==> config.mk <==
export PLATFORM = sky130hd
export DESIGN_NAME = ysyx_25040129_mem_arbiter
export DESIGN_NICKNAME = d
export VERILOG_FILES = /design/src/rtl/ysyx_25040129_mem_arbiter.sv
export SDC_FILE = /design/constraint.sdc
export NUM_CORES = 1
export LEC_CHECK = 0
export BUFFER_PORTS_ARGS = -buffer_cell sky130_fd_sc_hd__buf_2
export CORE_ASPECT_RATIO = 0.7
export CORE_MARGIN = 4
export CORE_UTILIZATION = 30
export DETAILED_ROUTE_END_ITERATION = 10
export PLACE_DENSITY = 0.65
export SLEW_MARGIN = 20
export SYNTH_ARGS = -nofsm -noshare
export SYNTH_HDL_FRONTEND = slang
export SYNTH_SLANG_ARGS = --single-unit
==> constraint.sdc <==
create_clock -name clk -period 2.2 [get_ports clk]
set_clock_uncertainty 0.05 [all_clocks]
set_input_delay 0.11 -clock clk [delete_from_list [all_inputs] [get_ports clk]]
set_output_delay 0.11 -clock clk [all_outputs]
set_load 0.02 [all_outputs]
==> src/rtl/ysyx_25040129_mem_arbiter.sv <==
// Memory-port arbiter for the multi-cycle NPC: IFU and LSU share one slave.
// One transaction in flight; a timeout forces an error response.
module ysyx_25040129_mem_arbiter #(
  parameter int TIMEOUT    = 255,
  parameter bit FIXED_PRIO = 1'b0,
  parameter int TW         = 8
) (
  input  logic        clk,
  input  logic        rst,
  input  logic        ifu_req_valid,
  output logic        ifu_req_ready,
  input  logic [31:0] ifu_addr,
  output logic        ifu_resp_valid,
  output logic [31:0] ifu_resp_data,
  output logic        ifu_resp_err,
  input  logic        lsu_req_valid,
  output logic        lsu_req_ready,
  input  logic [31:0] lsu_addr,
  input  logic        lsu_we,
  input  logic [31:0] lsu_wdata,
  input  logic [3:0]  lsu_wmask,
  output logic        lsu_resp_valid,
  output logic [31:0] lsu_resp_data,
  output logic        lsu_resp_err,
  output logic        mem_req_valid,
  input  logic        mem_req_ready,
  output logic [31:0] mem_addr,
  output logic        mem_we,
  output logic [31:0] mem_wdata,
  output logic [3:0]  mem_wmask,
  input  logic        mem_resp_valid,
  input  logic [31:0] mem_resp_rdata
);

  typedef enum logic [1:0] {
    IDLE,
    REQ,
    WAIT,
    RESP
  } state_t;

  state_t      state;
  logic        owner;
  logic        last_grant;
  logic        we_q;
  logic        err_q;
  logic [TW-1:0] cnt;
  logic [31:0] addr_q;
  logic [31:0] wdata_q;
  logic [31:0] rdata_q;
  logic [3:0]  wmask_q;

  logic idle;
  logic grant_lsu;
  logic tmo;
  logic resp_ifu;
  logic resp_lsu;

  // owner/last_grant: 1 = LSU, 0 = IFU
  assign idle      = rst && (state == IDLE);
  assign grant_lsu = lsu_req_valid &&
                     (!ifu_req_valid || FIXED_PRIO || !last_grant);

  assign ifu_req_ready = idle && ifu_req_valid && !grant_lsu;
  assign lsu_req_ready = idle && grant_lsu;

  // >= so an exit taken on the last cycle still leaves a bounded WAIT
  assign tmo = cnt >= TW'(TIMEOUT - 1);

  assign resp_ifu = (state == RESP) && !owner;
  assign resp_lsu = (state == RESP) && owner;

  assign mem_req_valid = (state == REQ);
  assign mem_addr      = addr_q;
  assign mem_we        = we_q;
  assign mem_wdata     = wdata_q;
  assign mem_wmask     = wmask_q;

  assign ifu_resp_valid = resp_ifu;
  assign ifu_resp_data  = resp_ifu ? rdata_q : 32'h0;
  assign ifu_resp_err   = resp_ifu && err_q;
  assign lsu_resp_valid = resp_lsu;
  assign lsu_resp_data  = resp_lsu ? rdata_q : 32'h0;
  assign lsu_resp_err   = resp_lsu && err_q;

  always_ff @(posedge clk or negedge rst) begin
    if (!rst) begin
      state      <= IDLE;
      owner      <= 1'b0;
      last_grant <= 1'b0;
      we_q       <= 1'b0;
      err_q      <= 1'b0;
      cnt        <= '0;
      addr_q     <= 32'h0;
      wdata_q    <= 32'h0;
      rdata_q    <= 32'h0;
      wmask_q    <= 4'h0;
    end else begin
      unique case (state)
        IDLE: begin
          if (ifu_req_valid || lsu_req_valid) begin
            owner      <= grant_lsu;
            last_grant <= grant_lsu;
            cnt        <= '0;
            err_q      <= 1'b0;
            rdata_q    <= 32'h0;
            state      <= REQ;
            if (grant_lsu) begin
              addr_q  <= lsu_addr;
              we_q    <= lsu_we;
              wdata_q <= lsu_wdata;
              wmask_q <= lsu_we ? lsu_wmask : 4'h0;
            end else begin
              addr_q  <= ifu_addr;
              we_q    <= 1'b0;
              wdata_q <= 32'h0;
              wmask_q <= 4'h0;
            end
          end
        end
        REQ: begin
          cnt <= cnt + 1'b1;
          if (mem_req_ready) begin
            state <= WAIT;
          end else if (tmo) begin
            rdata_q <= 32'h0;
            err_q   <= 1'b1;
            state   <= RESP;
          end
        end
        WAIT: begin
          cnt <= cnt + 1'b1;
          if (mem_resp_valid) begin
            rdata_q <= we_q ? 32'h0 : mem_resp_rdata;
            err_q   <= 1'b0;
            state   <= RESP;
          end else if (tmo) begin
            rdata_q <= 32'h0;
            err_q   <= 1'b1;
            state   <= RESP;
          end
        end
        RESP: begin
          state <= IDLE;
        end
      endcase
    end
  end

endmodule

==> results of run 1 <==
-- power groups by stage --
stage               logic (uW)  registers (uW)  clock network, uW
floorplan                 1840            4070                  0
global placement          3960            3360                  0
detailed placement        4000            3370                  0
CTS                       4260            3350               2850
global route              4690            3480               2960
finish                    4330            3380               2770
-- sequential cells by signal, summed over array words and instances, names as in the netlist --
name        flops
mem_addr       32
mem_wdata      32
rdata_q        32
cnt             8
mem_wmask       4
state           2
err_q           1
last_grant      1
mem_we          1
-- worst min-delay path, cell delays in order --
cell and delay [ns]:
buf_2 0.17, o21ai_4 0.12, nand2_1 0.08, o21ai_0 0.07
-- cell families (layout without fill, tap and decap cells) --
logic type / Yosys count / count (layout) / synth area share, %
fa+ha+maj: 7 / 7 / 1.707
buf+inv: 41 / 462 / 4.316
mux: 32 / 32 / 6.242
simple gates: 130 / 131 / 14.09
xor+xnor: 5 / 5 / 0.8536
flops: 113 / 113 / 55.11
other cells: 0 / 3 / 0
compound gates: 122 / 122 / 17.68
-- metrics by stage --
stage	setup TNS, ns	worst slack (ns)	std cells
2_1_floorplan	0	0.3596	450
3_3_place_gp	0	0.2247	929
3_5_place_dp	0	0.1536	929
4_1_cts	0	0.02463	1096
5_1_grt	-0.7354	-0.04695	1100
6_report	0	0.08549	1100
-- timing repair --
action | 4_1_cts | 5_1_grt
hold endpoints to repair | 215 | 0
endpoints found under the setup margin | 0 | 62
gates resized for setup | 0 | 3
hold buffers | 135 | 0
-- routing by layer --
layer	wire length, um	up-vias
met5	0	-
met4	347	0
met3	1295	28
met2	8775	204
met1	7565	2417
li1	-	2454
-- layout make-up --
| type | count | share of cell area [%] |
|---|---|---|
| Antenna cell | 3 | 0.08584 |
| Timing Repair Buffer | 425 | 32.85 |
| Sequential cell | 113 | 32.33 |
| Inverter | 5 | 0.2146 |
| Clock buffer | 17 | 4.864 |
| Clock inverter | 15 | 1.989 |
| Multi-Input combinational cell | 297 | 24.45 |
| Tap cell | 225 | 3.219 |
-- cell usage in the layout (no fill, tap or decap), types with 4 or more instances in the layout --
| master | n |
|---|---|
| buf_2 | 277 |
| dlygate4sd3_1 | 135 |
| dfrtp_1 | 113 |
| a22o_1 | 65 |
| o21ai_0 | 39 |
| and2_1 | 35 |
| and3_1 | 35 |
| nand2_1 | 35 |
| mux2i_1 | 32 |
| clkbuf_16 | 17 |
| buf_4 | 10 |
| nor2_1 | 9 |
| ha_1 | 6 |
| inv_1 | 5 |
| inv_6 | 5 |
| a32o_1 | 4 |
| a21oi_1 | 4 |
| clkinv_4 | 4 |
-- synthesized netlist by cell type, drive strengths merged, types with 4 or more instances --
| library cell | number | area (um2) |
|---|---|---|
| dfrtp | 113 | 2828 |
| a22o | 65 | 569.3 |
| o21ai | 41 | 205.2 |
| and2 | 35 | 219.0 |
| and3 | 35 | 219.0 |
| nand2 | 35 | 131.4 |
| mux2i | 32 | 320.3 |
| buf | 23 | 153.9 |
| clkbuf | 13 | 48.80 |
| nor2 | 9 | 33.78 |
| ha | 7 | 87.58 |
| inv | 5 | 18.77 |
| a21oi | 4 | 20.02 |
| a32o | 4 | 40.04 |
-- worst max path at each step --
stage | startpoint | end | slack, ns | cells past startpoint
after global placement | state[0] | rdata_q[3] | 0.22 | 6
after CTS | state[1] | ifu_resp_data[4] | 0.02 | 5
after floorplan | state[0] | rdata_q[0] | 0.36 | 8
after global routing | state[0] | rdata_q[21] | -0.05 | 6
final | state[0] | rdata_q[21] | 0.09 | 6
after detailed placement | state[0] | rdata_q[21] | 0.15 | 6
==> impl_metrics.env, run 1 <==
export IMPL_outcome="complete, no violations"
export IMPL_synth_edf_count=0
export IMPL_clock_latency_ns=0.41
export IMPL_syn2layout_area_growth_pct=70.45
export IMPL_synthDistinctLibCells=39
export IMPL_ios=279
export IMPL_gr_usage_met2_pct=30.09
export IMPL_n_fill_cell=1414
export IMPL_grt_first_pass_wirelength_um=27470
export IMPL_crit_slowest_cell="and4_2"
export IMPL_path_buf_inv=1
export IMPL_drv_slew=0
export IMPL_drt_wl_total_um=17980
export IMPL_finalSetupViolCount=0
export IMPL_setup_worst_path_start_class="flip-flop"
export IMPL_num_rows=39
export IMPL_pwr_share_seq_pct=32.2
export IMPL_dieHeight_um=117.4
export IMPL_r2r_start="state[0]"
export IMPL_p_int_uw=6263
export IMPL_comb_power_share_pct=41.3
export IMPL_io_buffers=278
export IMPL_p_leak_uw=0.004705
export IMPL_cp_max_fo=16
export IMPL_fp_dieW_um=164.3
export IMPL_layout_min_cycle_time_ns=2.115
export IMPL_yosysSeqAreaShare_pct=55.11
export IMPL_floorplan_initialDensity_pct=31.02
export IMPL_maxCapViolCount=0
export IMPL_period_share_pct=96.11
export IMPL_globalRouteMet1Util_pct=21.46
export IMPL_synthArstFlopShare_pct=100.0
export IMPL_viasPerCell=4.639
export IMPL_num_vias=5103
export IMPL_drtIter0Drc=294
export IMPL_grt_pass1_vias=5165
export IMPL_hp_start="lsu_req_valid"
export IMPL_grt_use_met3_pct=5.330
export IMPL_grt_usage_pct=17.86
export IMPL_hold_viol=0
export IMPL_yosys_warnings=0
export IMPL_drc=0
export IMPL_drt_pass1_iter_count=4
export IMPL_antenna_found_initial=3
export IMPL_cts_setup_buffers=0
export IMPL_cts_buffer_depth=2
export IMPL_tightest_slew_ns=0.7626
export IMPL_clockPowerShare_pct=26.4
export IMPL_finalNetCount=1005
export IMPL_cts_clk_slew_worst_paths_ns=0.06
export IMPL_synth_area_um2=5131
export IMPL_tritoncts="yes"
export IMPL_syn_avg_cell_area_um2=11.40
export IMPL_final_area_um2=8746
export IMPL_power_density_nw_per_um2=1199
export IMPL_arrival_ns=2.42
export IMPL_die_area_um2=19290
export IMPL_htree_levels=4
export IMPL_worstReg2RegEnd="rdata_q[21]"
export IMPL_globalplace_congestion=0.7769
export IMPL_clock_sinks=113
export IMPL_gr_total_overflow=0
export IMPL_fin_util_pct=52.87
export IMPL_ctsRootBufferMaster="clkbuf_16"
export IMPL_worstPathCellList="inv_1 > ha_1 > nor3b_4 > a211oi_4 > and4_2 > a22o_1"
export IMPL_drive_gt1_share_pct=38.07
export IMPL_cts_buffers=17
export IMPL_post_drt_wl_per_cell_um=16.35
export IMPL_dpl_instance_area_um2=6758
export IMPL_end_kind="flip-flop"
export IMPL_finalPower_uw=10480
export IMPL_r2r_cells=6
export IMPL_slew_headroom_pct=49.16
export IMPL_worstPathRequired_ns=2.50
export IMPL_hold_depth=4
export IMPL_hold_end="mem_addr[2]"
export IMPL_ys_flop_type="dfrtp_1"
export IMPL_dp_hpwl_um=11330
export IMPL_r2r_slack_ns=0.09
export IMPL_syn_inst=450
export IMPL_hp_class="input port to flip-flop"
export IMPL_swShare_pct=40.26
export IMPL_multi_input_area_um2=2138
export IMPL_critPathMaxStageDelay_ns=0.54
export IMPL_critPathKind="flip-flop to flip-flop"
export IMPL_core_um2=16540
export IMPL_regArea_um2=2828
export IMPL_whs_ns=0.1264
export IMPL_grt_start_max_net_pins=61
export IMPL_syn_nets=596
export IMPL_rsz0062_at_grt="yes"
export IMPL_p_sw_uw=4221
export IMPL_ys_ff_latch=113
export IMPL_fmax_ghz=0.4729
export IMPL_critical_path_top_delay_family="simple AND/OR/NAND/NOR gates"
export IMPL_vdd_drop_max_v=0.0007018
export IMPL_postRouteAntennaNets=0
export IMPL_busiest_layer="met2"
(Power assumes the default switching activity.)
==> run 2, diff against run 1 <==
- PLACE_DENSITY: 0.65 -> 0.67
- clock period: 2.2 -> 1.75 ns (I/O delays scaled with it)
==> impl_metrics.env, run 2 (synthesis results as in run 1) <==
export IMPL_dp_hpwl_um=11240
export IMPL_maxCapViolCount=0
export IMPL_worstPathCellList="inv_2 > ha_4 > nor3b_4 > a211oi_2 > buf_4 > o21ai_4 > clkbuf_16 > a22o_1"
export IMPL_drc=0
export IMPL_vdd_drop_max_v=0.0008008
export IMPL_worstPathRequired_ns=1.99
export IMPL_period_share_pct=104.2
export IMPL_ctsRootBufferMaster="clkbuf_16"
export IMPL_grt_pass1_vias=5819
export IMPL_slew_headroom_pct=61.20
export IMPL_crit_slowest_cell="dfrtp_2"
export IMPL_final_common_cell="buf_2"
export IMPL_multi_input_area_um2=2367
export IMPL_outcome="finished, violations left"
export IMPL_globalplace_congestion=0.7525
export IMPL_drtIter0Drc=395
export IMPL_critPathMaxStageDelay_ns=0.43
export IMPL_violations="setup timing"
export IMPL_drive_gt1_share_pct=47.76
export IMPL_num_rows=39
export IMPL_gr_total_overflow=0
export IMPL_die_area_um2=19290
export IMPL_io_buffers=278
export IMPL_n_fill_cell=1229
export IMPL_ios=279
export IMPL_final_cell_count_no_fill=1141
export IMPL_cts_clk_slew_worst_paths_ns=0.06
export IMPL_drt_wl_total_um=21680
export IMPL_regArea_um2=2833
export IMPL_floorplan_initialDensity_pct=31.02
export IMPL_grt_first_pass_wirelength_um=31240
export IMPL_path_buf_inv=3
export IMPL_fp_dieW_um=164.3
export IMPL_syn2layout_area_growth_pct=92.29
export IMPL_p_leak_uw=0.005070
export IMPL_finalSetupViolCount=63
export IMPL_num_vias=5598
export IMPL_dp_cells=945
export IMPL_arrival_ns=2.07
export IMPL_dieHeight_um=117.4
export IMPL_cp_max_fo=8
export IMPL_tritoncts="yes"
export IMPL_htree_levels=4
export IMPL_viasPerCell=4.906
export IMPL_grt_usage_pct=20.48
export IMPL_tightest_slew_ns=0.5820
export IMPL_power_density_nw_per_um2=1530
export IMPL_finalPower_uw=15090
export IMPL_post_drt_wl_per_cell_um=19.00
export IMPL_final_cell_mix="230 x buf_2, 135 x dlygate4sd3_1, 109 x dfrtp_1"
export IMPL_setup_worst_path_start_class="flip-flop"
export IMPL_critPathKind="flip-flop to flip-flop"
export IMPL_cts_buffer_depth=2
export IMPL_antenna_found_initial=1
export IMPL_grt_start_max_net_pins=111
export IMPL_clock_sinks=113
export IMPL_core_um2=16540
export IMPL_layout_min_cycle_time_ns=1.824
export IMPL_clock_latency_ns=0.41
export IMPL_fin_ws_ns=-0.07411
export IMPL_postRouteAntennaNets=0
export IMPL_fmax_ghz=0.5482
export IMPL_cts_buffers=17
export IMPL_critical_path_top_delay_family="compound AO/OA/AOI/OAI gates"
export IMPL_end_kind="flip-flop"
export IMPL_rsz0062_at_grt="yes"
export IMPL_drt_pass1_iter_count=4
export IMPL_hold_viol=0
export IMPL_hp_class="input port to async pin"
export IMPL_drv_slew=0
export IMPL_finalNetCount=1048
## run 2: changes by cell type in the layout (fill, tap and decap cells not counted), moves of 7 or more
cell,before,now
buf_2,277,230
and3_1,35,25
o21ai_0,39,13
and3_4,0,10
o21ai_1,0,20
and2_4,0,27
buf_4,10,23
and2_1,35,8
buf_12,3,11
clkbuf_16,17,24
buf_6,0,58
## run 2: final cells by class
type | instances | area share [%]
multi-input cells | 298 | 23.99
well taps | 225 | 2.853
repair buffers | 467 | 38.32
inverters | 5 | 0.1902
clock inverters | 15 | 1.598
diodes | 1 | 0.02536
clock buffers | 17 | 4.311
flip-flops and latches | 113 | 28.71
## run 2: final timing paths
kind                                start      endpoint  slack (ns)  cells past startpoint
setup / recovery                 state[1]    rdata_q[1]       -0.07                      8
hold / removal                        rst  mem_addr[28]        0.07                      2
min in group clk           mem_resp_valid         err_q        0.08                      4
max in group asynchronous             rst   rdata_q[12]        0.79                      3
setup reg to reg                 state[1]    rdata_q[1]       -0.07                      8
hold reg to reg              mem_addr[31]  mem_addr[31]        0.44                      2
## run 2: routing by layer
layer / share of wire, % / GRT usage [%] / up-vias
met5: 0 / 0 / -
met4: 2.8 / 9.534 / 0
met3: 8.7 / 6.346 / 48
met2: 48 / 32.91 / 302
met1: 40 / 25.06 / 2700
li1: - / - / 2548
## run 2: power breakdown
part | switching [uW] | internal [uW]
logic | 4020 | 3330
clock network | 1310 | 2110
registers | 689 | 3630
## run 2: per-stage QoR
stage          hold slack, ns  setup slack (ns)  cell area (um2)  utilization (%)  TNS (ns)
2_1_floorplan         -0.2581          -0.04883             5134                -    -1.507
6_report              0.06954          -0.07411             9867            59.65    -2.284
3_5_place_dp          -0.1358           -0.2109             6933            41.91    -9.319
3_3_place_gp          -0.1325           -0.1036             6933            41.91    -5.409
4_1_cts               0.05594          -0.07612             9299            56.21    -3.065
5_1_grt               0.07860           -0.1367             9867            59.65    -7.930
## run 2: timing repair
| item | CTS | global route |
|---|---|---|
| setup endpoints to repair | 113 | 176 |
| cloned | 2 | 13 |
| endpoints found under the hold margin | 216 | 0 |
| hold buffers | 135 | 0 |
| buffers inserted | 6 | 8 |
| pin swaps | 10 | 13 |
| gates resized for setup | 102 | 103 |
## run 2: worst reg2reg max path: stages, from the launching register on
cell and delay (ns):
dfrtp_2 0.43, inv_2 0.08, ha_4 0.16, nor3b_4 0.15
a211oi_2 0.21, buf_4 0.18, o21ai_4 0.08, clkbuf_16 0.19
a22o_1 0.18
